[config.mk]
export PLATFORM = sky130hd
export DESIGN_NAME = ifns_decoder_7
export DESIGN_NICKNAME = d
export VERILOG_FILES = /design/src/rtl/ifns_pkg.sv /design/src/rtl/decoderIFNS_7di_core.sv /design/src/rtl/ifns_decoder_7.sv
export SDC_FILE = /design/constraint.sdc
export NUM_CORES = 1
export LEC_CHECK = 0
export CAP_MARGIN = 20
export CORE_MARGIN = 8
export CORE_UTILIZATION = 24
export CTS_BUF_LIST = sky130_fd_sc_hd__clkbuf_8
export DETAILED_ROUTE_END_ITERATION = 10
export SETUP_SLACK_MARGIN = 0.02
export SLEW_MARGIN = 20
export SYNTH_ARGS = -nofsm -noshare
export SYNTH_HDL_FRONTEND = slang
export SYNTH_SLANG_ARGS = --single-unit
[constraint.sdc]
create_clock -name clock -period 3.8 [get_ports clock]
set_input_delay 0.57 -clock clock [delete_from_list [all_inputs] [get_ports clock]]
set_output_delay 0.57 -clock clock [all_outputs]
set_load 0.05 [all_outputs]
[src/rtl/ifns_pkg.sv]
// Shared IFNS constants: code/data widths, Fibonacci wire weights, max legal value.
// Used by both the encoder and decoder sides of the link.
package ifns_pkg;
  localparam int IFNS_CODE_W = 7;
  localparam int IFNS_DATA_W = 5;
  localparam int IFNS_SUM_W  = 6;

  localparam logic [IFNS_SUM_W-1:0] F1 = 6'd1;
  localparam logic [IFNS_SUM_W-1:0] F2 = 6'd1;
  localparam logic [IFNS_SUM_W-1:0] F3 = 6'd2;
  localparam logic [IFNS_SUM_W-1:0] F4 = 6'd3;
  localparam logic [IFNS_SUM_W-1:0] F5 = 6'd5;
  localparam logic [IFNS_SUM_W-1:0] F6 = 6'd8;
  localparam logic [IFNS_SUM_W-1:0] F7 = 6'd13;

  localparam logic [IFNS_SUM_W-1:0] IFNS_MAX_VAL = 6'd31;

  typedef struct packed {
    logic [IFNS_DATA_W-1:0] data;
    logic                   err;
  } ifns_res_t;
endpackage

[src/rtl/decoderIFNS_7di_core.sv]
// Combinational IFNS decode: Fibonacci-weighted sum of wires d7..d1.
// Structured to mirror the encoder core for back-to-back equivalence checks.
module decoderIFNS_7di_core
  import ifns_pkg::*;
(
  input  logic [IFNS_CODE_W:1]   d,
  output logic [IFNS_DATA_W-1:0] v,
  output logic                   illegal
);
  logic [IFNS_SUM_W-1:0] sum;

  always_comb begin
    sum = (d[1] ? F1 : '0) + (d[2] ? F2 : '0) + (d[3] ? F3 : '0) +
          (d[4] ? F4 : '0) + (d[5] ? F5 : '0) + (d[6] ? F6 : '0) +
          (d[7] ? F7 : '0);
  end

  assign v       = sum[IFNS_DATA_W-1:0];
  assign illegal = (sum > IFNS_MAX_VAL);
endmodule

[src/rtl/ifns_decoder_7.sv]
// 2-stage registered IFNS 7-wire -> 5-bit decoder with range-error flag.
// Optional saturating illegal-word counter enabled by IFNS_DEC_ERRCNT_EN.
module ifns_decoder_7
  import ifns_pkg::*;
(
  input  logic                   clock,
  input  logic                   rst_n,
  input  logic [IFNS_CODE_W:1]   codein,
  input  logic                   valid_in,
  output logic [IFNS_DATA_W-1:0] dataout,
  output logic                   valid_out,
  output logic                   err
`ifdef IFNS_DEC_ERRCNT_EN
  ,output logic [7:0]            err_count
`endif
);
  logic [IFNS_CODE_W:1]   code_q;
  logic [1:0]             vld_pipe_q;
  logic [IFNS_DATA_W-1:0] core_v;
  logic                   core_ill;
  ifns_res_t              res_d, res_q;

  decoderIFNS_7di_core u_core (
    .d       (code_q),
    .v       (core_v),
    .illegal (core_ill)
  );

  // dataout only advances on valid words; bubbles hold the last result
  always_comb begin
    res_d = res_q;
    res_d.err = 1'b0;
    if (vld_pipe_q[0]) begin
      res_d.data = core_ill ? '0 : core_v;
      res_d.err  = core_ill;
    end
  end

  always_ff @(posedge clock or negedge rst_n) begin
    if (!rst_n) begin
      code_q     <= '0;
      vld_pipe_q <= '0;
      res_q      <= '0;
    end else begin
      code_q     <= codein;
      vld_pipe_q <= {vld_pipe_q[0], valid_in};
      res_q      <= res_d;
    end
  end

  assign dataout   = res_q.data;
  assign err       = res_q.err;
  assign valid_out = vld_pipe_q[1];

`ifdef IFNS_DEC_ERRCNT_EN
  logic [7:0] cnt_q;

  always_ff @(posedge clock or negedge rst_n) begin
    if (!rst_n)                                  cnt_q <= '0;
    else if (res_d.err && (cnt_q != 8'hFF))      cnt_q <= cnt_q + 8'd1;
  end

  assign err_count = cnt_q;
`endif
endmodule

# Word level (Yosys, flattened, before mapping)
# Index checks and enable logic that the tools add are counted.
# word_totals
regBits,15
in_bits,10
out_inout_bits,7
elab_cells,20
# op_classes
addsub,6
magnitude_cmp,1
n_mux,9
# ops
cell,count
6-bit adder,6
4-bit 2-to-1 mux,2
6-bit by 5-bit > comparator with 1-bit output (second input constant),1
5-bit 2-to-1 mux,1
2-bit 2-to-1 mux,2
1-bit 2-to-1 mux,3
3-bit 2-to-1 mux,1

# Logic depth before layout (Yosys ltp)
# Gate-level depths: netlist of the first run.
# logic_depth
depth_word,9
ltp_mapped,8
depth_no_buf,8

# Cells and area by module
# Synthesis of the first run repeated with hierarchy kept, for this count alone.
# hier_totals
cells_unflattened,57
area_unflattened_um2,703.2
# modules_own_cells
mod,n_inst,cells_per_inst,area_per_inst_um2,seq_area_each_um2
ifns_decoder_7,1,29,460.4,375.4
decoderIFNS_7di_core,1,28,242.7,0.0

# Worst setup path before layout of the first run
# OpenSTA, ideal clock, no wires.
# synth_timing
path_kind,reg2reg
from,register code_q[1] (netlist bit)
to,"register res_q, in the netlist dataout[4]"
setup_time_ns,0.127
arrival_time_ns,1.935
required_time_ns,3.673
setup_slack_ns,1.738
stages_incl_launch_ff,9
n_path_buf,0
period_less_slack_ns,2.062
path_cell_list,dfrtp_1 -> fa_1 -> inv_1 -> fa_1 -> inv_1 -> fa_1 -> a31oi_1 -> xor2_1 -> o31ai_2
# synth_between
elab_chain_len,9
# synth_lines
item,line,rtl
from (decl),ifns_decoder_7.sv:17,logic [IFNS_CODE_W:1] code_q;
from (signal assigned),ifns_decoder_7.sv:45,code_q <= codein;
1-bit 2-to-1 mux (*),decoderIFNS_7di_core.sv:13,sum = (d[1] ? F1 : '0) + (d[2] ? F2 : '0) + (d[3] ? F3 : '0) +
6-bit adder (*) (3 in series),decoderIFNS_7di_core.sv:13,
6-bit adder (*) (3 in series),decoderIFNS_7di_core.sv:14,(d[4] ? F4 : '0) + (d[5] ? F5 : '0) + (d[6] ? F6 : '0) +
6-bit by 5-bit > comparator with 1-bit output,decoderIFNS_7di_core.sv:19,assign illegal = (sum > IFNS_MAX_VAL);
5-bit 2-to-1 mux (*),ifns_decoder_7.sv:34,res_d.data = core_ill ? '0 : core_v;
to (signal assigned),ifns_decoder_7.sv:47,res_q <= res_d;
to (decl),ifns_decoder_7.sv:21,"ifns_res_t res_d, res_q;"
# Mark *: on every way between the ends. The rest lies on a longest branch, timed or not.
# A chain may end at the register's enable or synchronous reset.

# Worst setup path in the final report of the first run
# Ends and elaborated chain as after synthesis.

==> results of run 1 <==
Yosys cell counts (2+ instances only):
library cell	n
inv_1	6
dfrtp_1	15
o2bb2ai_1	2
fa_1	3
nand2_1	7
xor2_1	2
ha_1	6
o21ai_2	2
worst max path at each step:
stage / to / depth (start not counted)
2_1_floorplan: dataout[4] / 8
3_3_place_gp: dataout[4] / 8
3_5_place_dp: dataout[4] / 8
4_1_cts: dataout[4] / 8
5_1_grt: dataout[4] / 8
6_report: dataout[4] / 8
cells in the final DEF, fill, tap and decap left out:
cell type,Yosys,final
ha_1,6,6
inv_1,6,7
a31oi_1,1,1
xor2_1,2,2
o31ai_1,1,1
nor3_1,1,1
clkdlybuf4s50_1,0,16
clkbuf_8,0,3
fa_1,3,3
nand3_1,1,1
o31ai_2,1,1
nor2b_1,1,1
a21o_1,1,1
and2_1,1,1
o2bb2ai_1,2,2
o21ai_2,2,2
nor4b_1,1,1
o21ai_0,1,1
nand2_1,7,7
dfrtp_1,15,15
a21oi_1,1,1
worst max-delay path, stage by stage (launching register included):
cell,delay [ns]
dfrtp_1,0.39
fa_1,0.46
inv_1,0.07
fa_1,0.17
inv_1,0.06
fa_1,0.42
a31oi_1,0.22
xor2_1,0.19
o31ai_2,0.07
where the power goes:
group | switching, mW | internal, mW | leakage (nW)
registers | 0.0103 | 0.178 | 0.179
logic | 0.0886 | 0.0560 | 0.216
clock network | 0.0531 | 0.0715 | 0.0269
cell families (layout without fill, tap and decap cells):
group / count (synthesis) / after routing / share of synthesized area
AOI/OAI and AO/OA: 10 / 10 / 0.115
xor gates and xnor gates: 2 / 2 / 0.0255
adders and majority gates: 9 / 9 / 0.197
buffers and inverters: 6 / 26 / 0.0328
DFF: 15 / 15 / 0.546
and+or+nand+nor: 12 / 12 / 0.0838
metal layers:
layer  vias up  GRT usage  wire (um)
li1        220          -          -
met5         -          0          0
met2        16     0.0850        518
met4         0     0.0410         27
met1       209     0.0611        576
met3         2     0.0272         83
registers in the layout, indices dropped and copies added, names as in the netlist:
signal,cells
code_q,7
dataout,5
vld_pipe_q,2
err,1
cell type report:
| cell class | instances | share of cell area |
|---|---|---|
| Timing Repair Buffer | 16 | 0.172 |
| Clock buffer | 3 | 0.0444 |
| Sequential cell | 15 | 0.403 |
| Clock inverter | 1 | 0.00403 |
| Inverter | 6 | 0.0242 |
| Tap cell | 31 | 0.0417 |
| Multi-Input combinational cell | 33 | 0.310 |
metrics by stage:
stage	hold WS (ns)	std cells	cell area, um2	setup slack (ns)
2_1_floorplan	0.274	54	687	1.74
3_3_place_gp	0.472	101	886	1.67
3_5_place_dp	0.477	101	886	1.64
4_1_cts	0.492	105	931	1.63
5_1_grt	0.531	105	931	1.49
6_report	0.482	105	931	1.64
==> summary.txt, run 1 <==
WL per Instance = 11.5 um
Setup Buffers After CTS = 0
Layout fillers = 261
register area = 375 um2
EDFF count, synth = 0
detailed placement HPWL = 954 um
die width = 69.5 um
worst-margin pin slew = 0.646 ns
gpl congestion = 0.741
Clock Skew = 0.000799 ns
Crit. End Element = register
R2R Path Start = code_q[1]
Final period util = 0.569
first-pass GRT wire length = 2190 um
initial antenna violation count = 0
TritonCTS clock tree = built
flops & latches, synth = 15
Max Freq = 462 MHz
synth warn = 0
Hold Path End = dataout[0]
initial DRC count = 13
IO Port Bufs = 16
DRC = 0
layout cells sized above 1 = 0.0811
vias in the first global route = 501
hold path startpoint = dataout[0]
Synth Instances = 54
via-per-instance ratio = 4.26
Pins Over Slew Limit = 0
Max Cap Violations = 0
Synth Cell Area = 687 um2
post-synthesis sequential area ratio = 0.546
H-tree depth = 1
Fin Setup TNS = 0 ns
share of the synthesized area in the top cell type = 0.546
largest area contributor in the netlist = dfrtp_1
Power, Total = 0.458 mW
r2r setup slk = 1.64 ns
clk buf depth = 2
P_leak = 0.422 nW
unique cell type count in the Yosys netlist = 19
grt ovf = 0
Crit Path Max Fanout = 2
core area = 0.00273 mm2
Fin. Hold Viols = 0
die area = 0.00483 mm2
drt first pass iters = 4
Critical path origin = code_q[1]
Clock Pin Slew Worst Setup and Hold Paths = 0.06 ns
die height = 69.5 um
Ports = 17
Root Buffer = clkbuf_8
# setup viols final = 0
post-synth net total = 73
Global Route Usage Sum = 0.0568
Pwr Density = 492 mW/mm2
CP arrival = 2.29 ns
DR vias = 447
r2r endpoint = dataout[4]
largest cells by area after synthesis = dfrtp_1, ha_1, fa_1, nand2_1, inv_1
Main synth FF type = dfrtp_1
worst min path class = reg2reg
# diodes = 0
RSZ-0062 raised after global routing = false
Core Util, Final = 0.341
async set-reset flop share out of synthesis = 1.00
R2R depth = 8
P&R area growth vs syn = 35.5%
status = complete, no violations
CTS Buf Count = 3
required time worst endpoint = 3.93 ns
minimum clock period = 2.16 ns
Max transition margin = 0.568
CTS hold repair buffers = 0
area occupied by multi-input gates = 289 um2
element type at the critical path start = register
VDD IR max = 0.192 mV
Post-Route WL = 1210 um
largest net degree at the start of global routing = 16
hold depth = 2
clock sink count = 15
# rows = 19
clk_lat worst skew = 0.25 ns
critical path class = reg2reg
remaining antenna violation count = 0
post-CTS sizing = 0
Nets = 94
Post-Syn Area per Cell = 12.7 um2
Initial Utilization = 0.251
Note: power is estimated with default switching activity, not from simulation.
==> inputs of run 2 (changes only) <==
==> constraint.sdc (replaced) <==
create_clock -name clock -period 2.01 [get_ports clock]
set_input_delay 0.3015 -clock clock [delete_from_list [all_inputs] [get_ports clock]]
set_output_delay 0.3015 -clock clock [all_outputs]
set_load 0.05 [all_outputs]
==> summary.txt, run 2 (synthesis results as in run 1) <==
Global Route Usage Sum = 0.0551
largest net degree at the start of global routing = 16
most frequent cells in the layout = clkdlybuf4s50_1, dfrtp_1, nand2_1
Pins Over Slew Limit = 0
met3 usage = 0.0429
worst-margin pin slew = 0.651 ns
die area = 0.00483 mm2
die width = 69.5 um
CP arrival = 2.22 ns
Fin Setup TNS = -0.374 ns
Clock Pin Slew Worst Setup and Hold Paths = 0.06 ns
Max Cap Violations = 0
CTS hold repair buffers = 0
r2r setup slk = -0.09 ns
R2R Path Start = code_q[1]
WL per Instance = 10.8 um
initial antenna violation count = 0
hold slack = 0.460 ns
Core Util, Final = 0.351
Max transition margin = 0.564
element type at the critical path start = register
grt ovf = 0
clk_lat worst skew = 0.24 ns
GRT Max-Usage Layer = met2
Root Buffer = clkbuf_8
minimum clock period = 2.10 ns
GRT met1 Usage = 0.0613
max FFs per register = 7
P_leak = 0.431 nW
Crit Path Max Fanout = 2
P&R area growth vs syn = 39.9%
Post-Route WL = 1150 um
detailed placement HPWL = 922 um
IO Port Bufs = 16
Final WS setup = -0.0871 ns
drt first pass iters = 4
# setup viols final = 6
gpl congestion = 0.698
Clock Skew = 0.00180 ns
Largest Register = code_q
Crit. End Element = register
clk buf depth = 2
Fin. Hold Viols = 0
via-per-instance ratio = 4.09
RSZ-0062 raised after global routing = true
Initial Utilization = 0.251
Nets = 96
DRC = 0
die height = 69.5 um
first-pass GRT wire length = 2190 um
vias in the first global route = 501
clock sink count = 15
# diodes = 0
Final period util = 1.04
Pwr Density = 906 mW/mm2
core area = 0.00273 mm2
critical path class = reg2reg
H-tree depth = 1
TritonCTS clock tree = built
CTS Buf Count = 3
layout cells sized above 1 = 0.158
failing checks = negative setup slack
remaining antenna violation count = 0
VDD IR max = 0.586 mV
worst min path class = in2async
# rows = 19
commonest non-fill, non-tap cell in the layout = clkdlybuf4s50_1
initial DRC count = 6
GR Layer Usage met2 = 0.0799
required time worst endpoint = 2.14 ns
status = complete, but fails checks
DR vias = 438
Critical path origin = code_q[1]
Max Freq = 477 MHz
Layout fillers = 284
Ports = 17
## run 2: cell types whose count changed in the layout (fill, tap and decap cells not counted)
cell     delta
o21ai_2     -1
o21ai_4     +1
inv_1       -1
fa_2        +2
buf_4       +2
fa_1        -2
nor2b_2     +1
nor2b_1     -1
inv_2       +1
## run 2: timing repair
item	4_1_cts	5_1_grt
gates cloned	0	0
endpoints found under the setup margin	5	6
gates resized for setup	0	2
endpoints found under the hold margin	0	0
setup buffers	0	1
pin swaps	3	4
## run 2: cell type report
type                       instances  area, um2  area share
inverter                           6       22.5      0.0234
tap                               31       38.8      0.0404
timing repair buffer              18        175       0.182
sequential                        15        375       0.391
clock buffer                       3       41.3      0.0430
clock inverter                     1       3.75     0.00391
multi-input combinational         33        304       0.316
## run 2: path summary, 6_finish.rpt
check                                   to  cells after the start
worst max-delay path            dataout[4]                      8
worst min-delay path             code_q[4]                      1
worst max register to register  dataout[4]                      8
worst min register to register  dataout[2]                      1
max in group asynchronous        code_q[5]                      1
min in group clock              dataout[2]                      1
## run 2: per-layer routing
| metal | share of wire | wire length (um) |
|---|---|---|
| met2 | 0.43 | 500 |
| met1 | 0.46 | 533 |
| met5 | 0 | 0 |
| met3 | 0.10 | 119 |
| met4 | 0 | 0 |
## run 2: power by group
part	internal, mW	total [mW]	switching (mW)
sequential	0.337	0.356	0.0196
combinational	0.113	0.284	0.171
clock	0.135	0.230	0.0952
## run 2: metrics by stage
| stage | area, um2 | std cells | power, mW | setup WS [ns] |
|---|---|---|---|---|
| after floorplan | 692 | 54 | 0.542 | -0.00230 |
| after global placement | 898 | 102 | 0.638 | -0.0587 |
| after detailed placement | 898 | 102 | 0.640 | -0.0926 |
| after CTS | 943 | 106 | 0.874 | -0.0859 |
| after global routing | 961 | 107 | 0.927 | -0.193 |
| final | 961 | 107 | 0.870 | -0.0871 |
## run 2: worst max-delay path, stage by stage, from the launching register on
cell	delay [ns]
dfrtp_1	0.38
fa_1	0.47
inv_1	0.08
fa_2	0.21
inv_2	0.04
fa_2	0.37
a31oi_1	0.18
xor2_1	0.19
o31ai_2	0.07
==> RTL edit 1, RTL diff (flow settings as in run 1) <==
Put a register stage on the outputs `dataout` and `valid_out`, without a reset. The values now appear one clock later. The other outputs are not delayed to match.
--- a/src/rtl/ifns_decoder_7.sv
+++ b/src/rtl/ifns_decoder_7.sv
@@ -48,9 +48,11 @@
     end
   end
 
-  assign dataout   = res_q.data;
   assign err       = res_q.err;
-  assign valid_out = vld_pipe_q[1];
+  always_ff @(posedge clock) begin
+    dataout   <= res_q.data;
+    valid_out <= vld_pipe_q[1];
+  end
 
 `ifdef IFNS_DEC_ERRCNT_EN
   logic [7:0] cnt_q;
Behaviour: not the same (Yosys sat finds a counterexample within 4 cycles, from zero or initial values and one cycle with rst_n low).
==> RTL edit 1 against run 1 <==
  * Maximum frequency down 0.61%
  * Worst setup slack worse by 13 ps
  * Clock power up 13%
  * Sequential cell count up 6
  * Synthesized area up 17%
  * Global-route usage down 0.35 points
  * Sequential share of layout area up 5.9 points
  * Core utilization down 1.4 points
  * Critical path depth unchanged
  * Design area up 15%
  * Non-clock buffer count unchanged
  * Power up 21%
  * Routed wire length up 5.8%
==> RTL edit 1: results (changes against run 1) <==
- Length of routed wiring on met1: 574 um (-0.35%)
- Number of placed instances, taps included: 122 (+21%)
- CP Max Fanout: 2 (unchanged)
- Slack of the worst reg-to-reg path: 1620 ps
- # resized after CTS: 0 (unchanged)
- Count of fill cells added during filler insertion: 342 (+31%)
- Share of post-route cells with drive strength above 1: 0.08750 (+0.006419)
- Fin cells: 126 (+20%)
- Detailed Route Iter0 Violations: 11 (-2)
- Antenna violations before repair: 0 (unchanged)
- Via total after detailed routing: 485 (+8.5%)
- Final GP Congestion: 0.7958 (+7.4%)
- Cell count of the worst hold path: 0 (-2)
- Leading cell types by count after synthesis: dfrtp_1, nand2_1, dfxtp_1, ha_1, inv_1
- Leak: 0.4714 nW (+12%)
- Maximum VDD drop: 0.0002100 V (+9.1%)
- Worst-margin pin slew: 677.7 ps (+32.02 ps)
- Routed wirelength normalized by instance count: 10.12 um (-12%)
- Cell types occupying the most area after synthesis: dfrtp_1, dfxtp_1, ha_1, fa_1, nand2_1
- # DRC: 0 (unchanged)
- Run status: finished, final reports clean
- H-tree Lvls: 1 (unchanged)
- Sum of met2 wire segment lengths after detailed routing: 536 um (+3.5%)
- Wire length on met3: 150 um (+81%)
- Final layout net count: 100 (+6.4%)
- Placed standard-cell area: 1025 um^2 (+16%)
- Clock root buffer: clkbuf_8
- Layout Skew: 3.773 ps (+2.974 ps)
- Port Buffers: 16 (unchanged)
- Mean instance size in the synthesized netlist: 13.45 um^2 (+5.7%)
- Vias in the first global route: 518 (+3.4%)
- Global Route Usage Sum: 0.05333 (-0.003482)
- Largest net degree at the start of global routing: 16 (unchanged)
- Wire length of the first global-routing pass: 2201 um (+0.64%)
- Synthesized Nets: 79 (+8.2%)
- Pre-Repair DR Iteration Count: 3 (-1)
- Fraction of registers with async set or reset after synthesis: 0.7143 (-0.2857)
- Data arrival time at the worst-slack endpoint: 2320 ps (+30 ps)
- Part of the Yosys area used for sequential elements: 0.6140 (+0.06751)
- Synth cell types: 20 (+1)
- Buffer levels on the longest clock path: 2 (unchanged)
- Detail Placement HPWL: 1031 um (+8.1%)
[RTL edit 1: logic make-up (layout without fill, tap and decap cells)]
logic type | count (synthesis) | after routing | share of synthesized area
DFF | 21 | 21 | 0.6140
and+or+nand+nor | 12 | 12 | 0.07132
buffers and inverters | 6 | 26 | 0.02790
adders and majority gates | 9 | 9 | 0.1674
xor gates and xnor gates | 2 | 2 | 0.02171
AOI/OAI and AO/OA | 10 | 10 | 0.09768
[RTL edit 1: final cells by class]
cell class,count,area (um^2),area share
clock buffer,3,41.29,0.03855
clock inverter,1,5.005,0.004673
inverter,6,22.52,0.02103
multi-input combinational,33,289.0,0.2699
sequential,21,495.5,0.4626
tap,46,57.56,0.05374
timing repair buffer,16,160.2,0.1495
[RTL edit 1: worst max-delay path: stages (launching register included)]
cell and delay [ps]:
dfrtp_1 390, fa_1 460, inv_1 70, fa_1 180, inv_1 60, fa_1 400
a31oi_1 230, xor2_1 190, o31ai_2 70
[RTL edit 1: report_power, final]
group	switching (mW)	internal (mW)	total, mW
sequential	0.0128	0.255	0.267
combinational	0.0884	0.0559	0.144
clock	0.0680	0.0729	0.141
total	0.169	0.383	0.553
[RTL edit 1: final timing paths]
kind / start / endpoint
max in group asynchronous: rst_n / vld_pipe_q[1]
setup reg to reg: code_q[1] / res_q[5]
hold reg to reg: vld_pipe_q[1] / valid_out
setup / recovery: code_q[1] / res_q[5]
hold / removal: vld_pipe_q[1] / valid_out
min in group asynchronous: rst_n / res_q[5]
[RTL edit 1: layer usage]
layer,GRT usage,up-vias
met5,0,-
met4,0.01330,0
met3,0.03369,4
met2,0.08789,19
met1,0.05538,221
li1,-,241
[RTL edit 1: per-stage QoR]
step	worst slack (ps)	util	hold WS, ps
after global routing	1472	0.3261	366.0
after global placement	1684	0.3120	326.5
after detailed placement	1625	0.3120	334.2
final	1623	0.3261	346.1
after floorplan	1738	-	274.4
after CTS	1614	0.3261	351.4
==> RTL edit 2, RTL diff (settings of run 1) <==
Made on the original files. Add a define of `IFNS_DEC_ERRCNT_EN`.
--- a/src/rtl/ifns_decoder_7.sv
+++ b/src/rtl/ifns_decoder_7.sv
@@ -1,5 +1,7 @@
 // 2-stage registered IFNS 7-wire -> 5-bit decoder with range-error flag.
 // Optional saturating illegal-word counter enabled by IFNS_DEC_ERRCNT_EN.
+`define IFNS_DEC_ERRCNT_EN
+
 module ifns_decoder_7
   import ifns_pkg::*;
 (
Function (old outputs only; new: err_count): kept (equiv_simple and equiv_induct, registers matched by name and starting in step).
==> RTL edit 2 against run 1 <==
  * First-iteration DRC count increased by 77%
  * Sequential power increased by 65%
  * Power increased by 64%
  * Count of clock-buffer cells in the layout unchanged
  * Routed wire length increased by 84%
  * Hold slack got worse by 220 ps
  * Global-route usage increased by 0.76 points
  * Worst setup slack got worse by 290 ps
  * Synthesized area increased by 64%
  * Critical path depth unchanged
  * Design area increased by 57%
  * Clock power increased by 18%
  * Sequential cell count increased by 8
==> RTL edit 2: results (changes against run 1) <==
- # resized after CTS: 0 (unchanged)
- Setup bufs post-CTS: 0 (unchanged)
- Synth cell types: 35 (+16)
- Vias per cell: 4.361 (+2.4%)
- Port Buffers: 24 (+8)
- Final GP Congestion: 0.8143 (+9.9%)
- Run status: finished, final reports clean
- Data arrival time at the worst-slack endpoint: 2610 ps (+320 ps)
- Buffer levels on the longest clock path: 2 (unchanged)
- Share of post-route cells with drive strength above 1: 0.1304 (+0.04935)
- Wire length of the first global-routing pass: 3746 um (+71%)
- Antenna violations before repair: 0 (unchanged)
- Global Route Usage Sum: 0.06440 (+0.007590)
- Synthesized Nets: 108 (+48%)
- Detail Placement HPWL: 1753 um (+84%)
- Largest net degree at the start of global routing: 24 (+8)
- Count of fill cells added during filler insertion: 486 (+86%)
- Flip-flop count of the largest register, all copies and words added: 8 (+1)
- H-tree Lvls: 1 (unchanged)
- Highest routing layer actually used: met4
- Final layout net count: 136 (+45%)
- Fin cells: 169 (+61%)
- Clock-pin slew on the worst setup and hold paths: 80 ps (+20 ps)
- Leading cell types by count after synthesis: dfrtp_1, inv_1, ha_1, xnor2_1
- Wire length on met3: 86 um (+3.6%)
- Maximum VDD drop: 0.0001620 V (-16%)
- Cell types occupying the most area after synthesis: dfrtp_1, ha_1, fa_1, xnor2_1, inv_1
- Sum of met2 wire segment lengths after detailed routing: 1070 um (+110%)
- Length of routed wiring on met1: 1013 um (+76%)
- Worst-margin pin slew: 508.6 ps (-137.0 ps)
- Part of the Yosys area used for sequential elements: 0.5105 (-0.03590)
- Worst min-delay path class: primary input to asynchronous set/reset pin
- Pre-Repair DR Iteration Count: 4 (unchanged)
- Layout Skew: 3.620 ps (+2.821 ps)
- Routed wirelength normalized by instance count: 13.11 um (+14%)
- Leak: 0.6332 nW (+50%)
- Vias in the first global route: 815 (+63%)
- Detailed Route Iter0 Violations: 23 (+10)
- Total clock buffers created by CTS: 3 (unchanged)
- Mean instance size in the synthesized netlist: 12.81 um^2 (+0.71%)
- Top flip-flop cell by instance count after synthesis: dfrtp_1
- CP Max Fanout: 3 (+1)
==> RTL edit 2: path summary, 6_finish.rpt <==
kind                               from      endpoint  slack (ps)  cells past startpoint
setup / recovery              code_q[1]  err_count[6]        1350                      8
hold / removal                    rst_n  err_count[7]         260                      1
setup reg to reg              code_q[1]  err_count[6]        1350                      8
hold reg to reg            err_count[5]  err_count[5]         520                      1
max in group asynchronous         rst_n     code_q[6]        3190                      1
min in group clock         err_count[5]  err_count[5]         520                      1
==> RTL edit 2: worst max-delay path, stage by stage, from the launching register on <==
cell and delay [ps]:
dfrtp_1 390, fa_1 540, inv_1 50, fa_1 410
nor2b_2 200, o211ai_4 110, a21oi_2 220, nand4_1 120
mux2_2 290
==> RTL edit 2: kinds of logic (layout without fill, tap and decap cells) <==
| family | Yosys count | in the layout | synth area share |
|---|---|---|---|
| AO/OA/AOI/OAI | 19 | 19 | 0.1543 |
| XOR/XNOR | 6 | 6 | 0.04661 |
| adder cells (fa/ha/maj) | 10 | 10 | 0.1310 |
| buffers and inverters | 10 | 37 | 0.04217 |
| flip-flops | 23 | 23 | 0.5105 |
| multiplexers | 2 | 2 | 0.01998 |
| AND/OR/NAND/NOR | 18 | 18 | 0.09546 |
==> RTL edit 2: power breakdown <==
group	switching (mW)	internal, mW	total (mW)	leakage [nW]
combinational	0.184	0.108	0.292	0.320
sequential	0.0323	0.279	0.311	0.286
clock	0.0755	0.0721	0.148	0.0269
==> RTL edit 2: metal layers <==
| layer | GRT usage | up-vias |
|---|---|---|
| met1 | 0.07497 | 353 |
| met3 | 0.01073 | 4 |
| met5 | 0 | - |
| li1 | - | 363 |
| met4 | 0.03883 | 0 |
| met2 | 0.1081 | 17 |
==> RTL edit 2: layout make-up <==
| class | instances | area [um^2] | area share |
|---|---|---|---|
| sequential | 23 | 575.6 | 0.3938 |
| multi-input combinational | 55 | 504.2 | 0.3450 |
| timing repair buffer | 24 | 235.2 | 0.1610 |
| tap | 54 | 67.56 | 0.04623 |
| clock buffer | 3 | 41.29 | 0.02825 |
| inverter | 9 | 33.78 | 0.02312 |
| clock inverter | 1 | 3.754 | 0.002568 |
==> RTL edit 2: stage by stage <==
stage                 util  instance area, um^2  setup slack (ps)  hold WS [ps]  power [mW]
finish              0.3157                 1461              1347         264.1      0.7512
global placement    0.3070                 1421              1452         498.2      0.6048
CTS                 0.3168                 1466              1334         524.3      0.7594
global route        0.3157                 1461              1107         307.6      0.7938
detailed placement  0.3070                 1421              1346         500.7      0.6119
floorplan                -                 1127              1505         274.4      0.5095
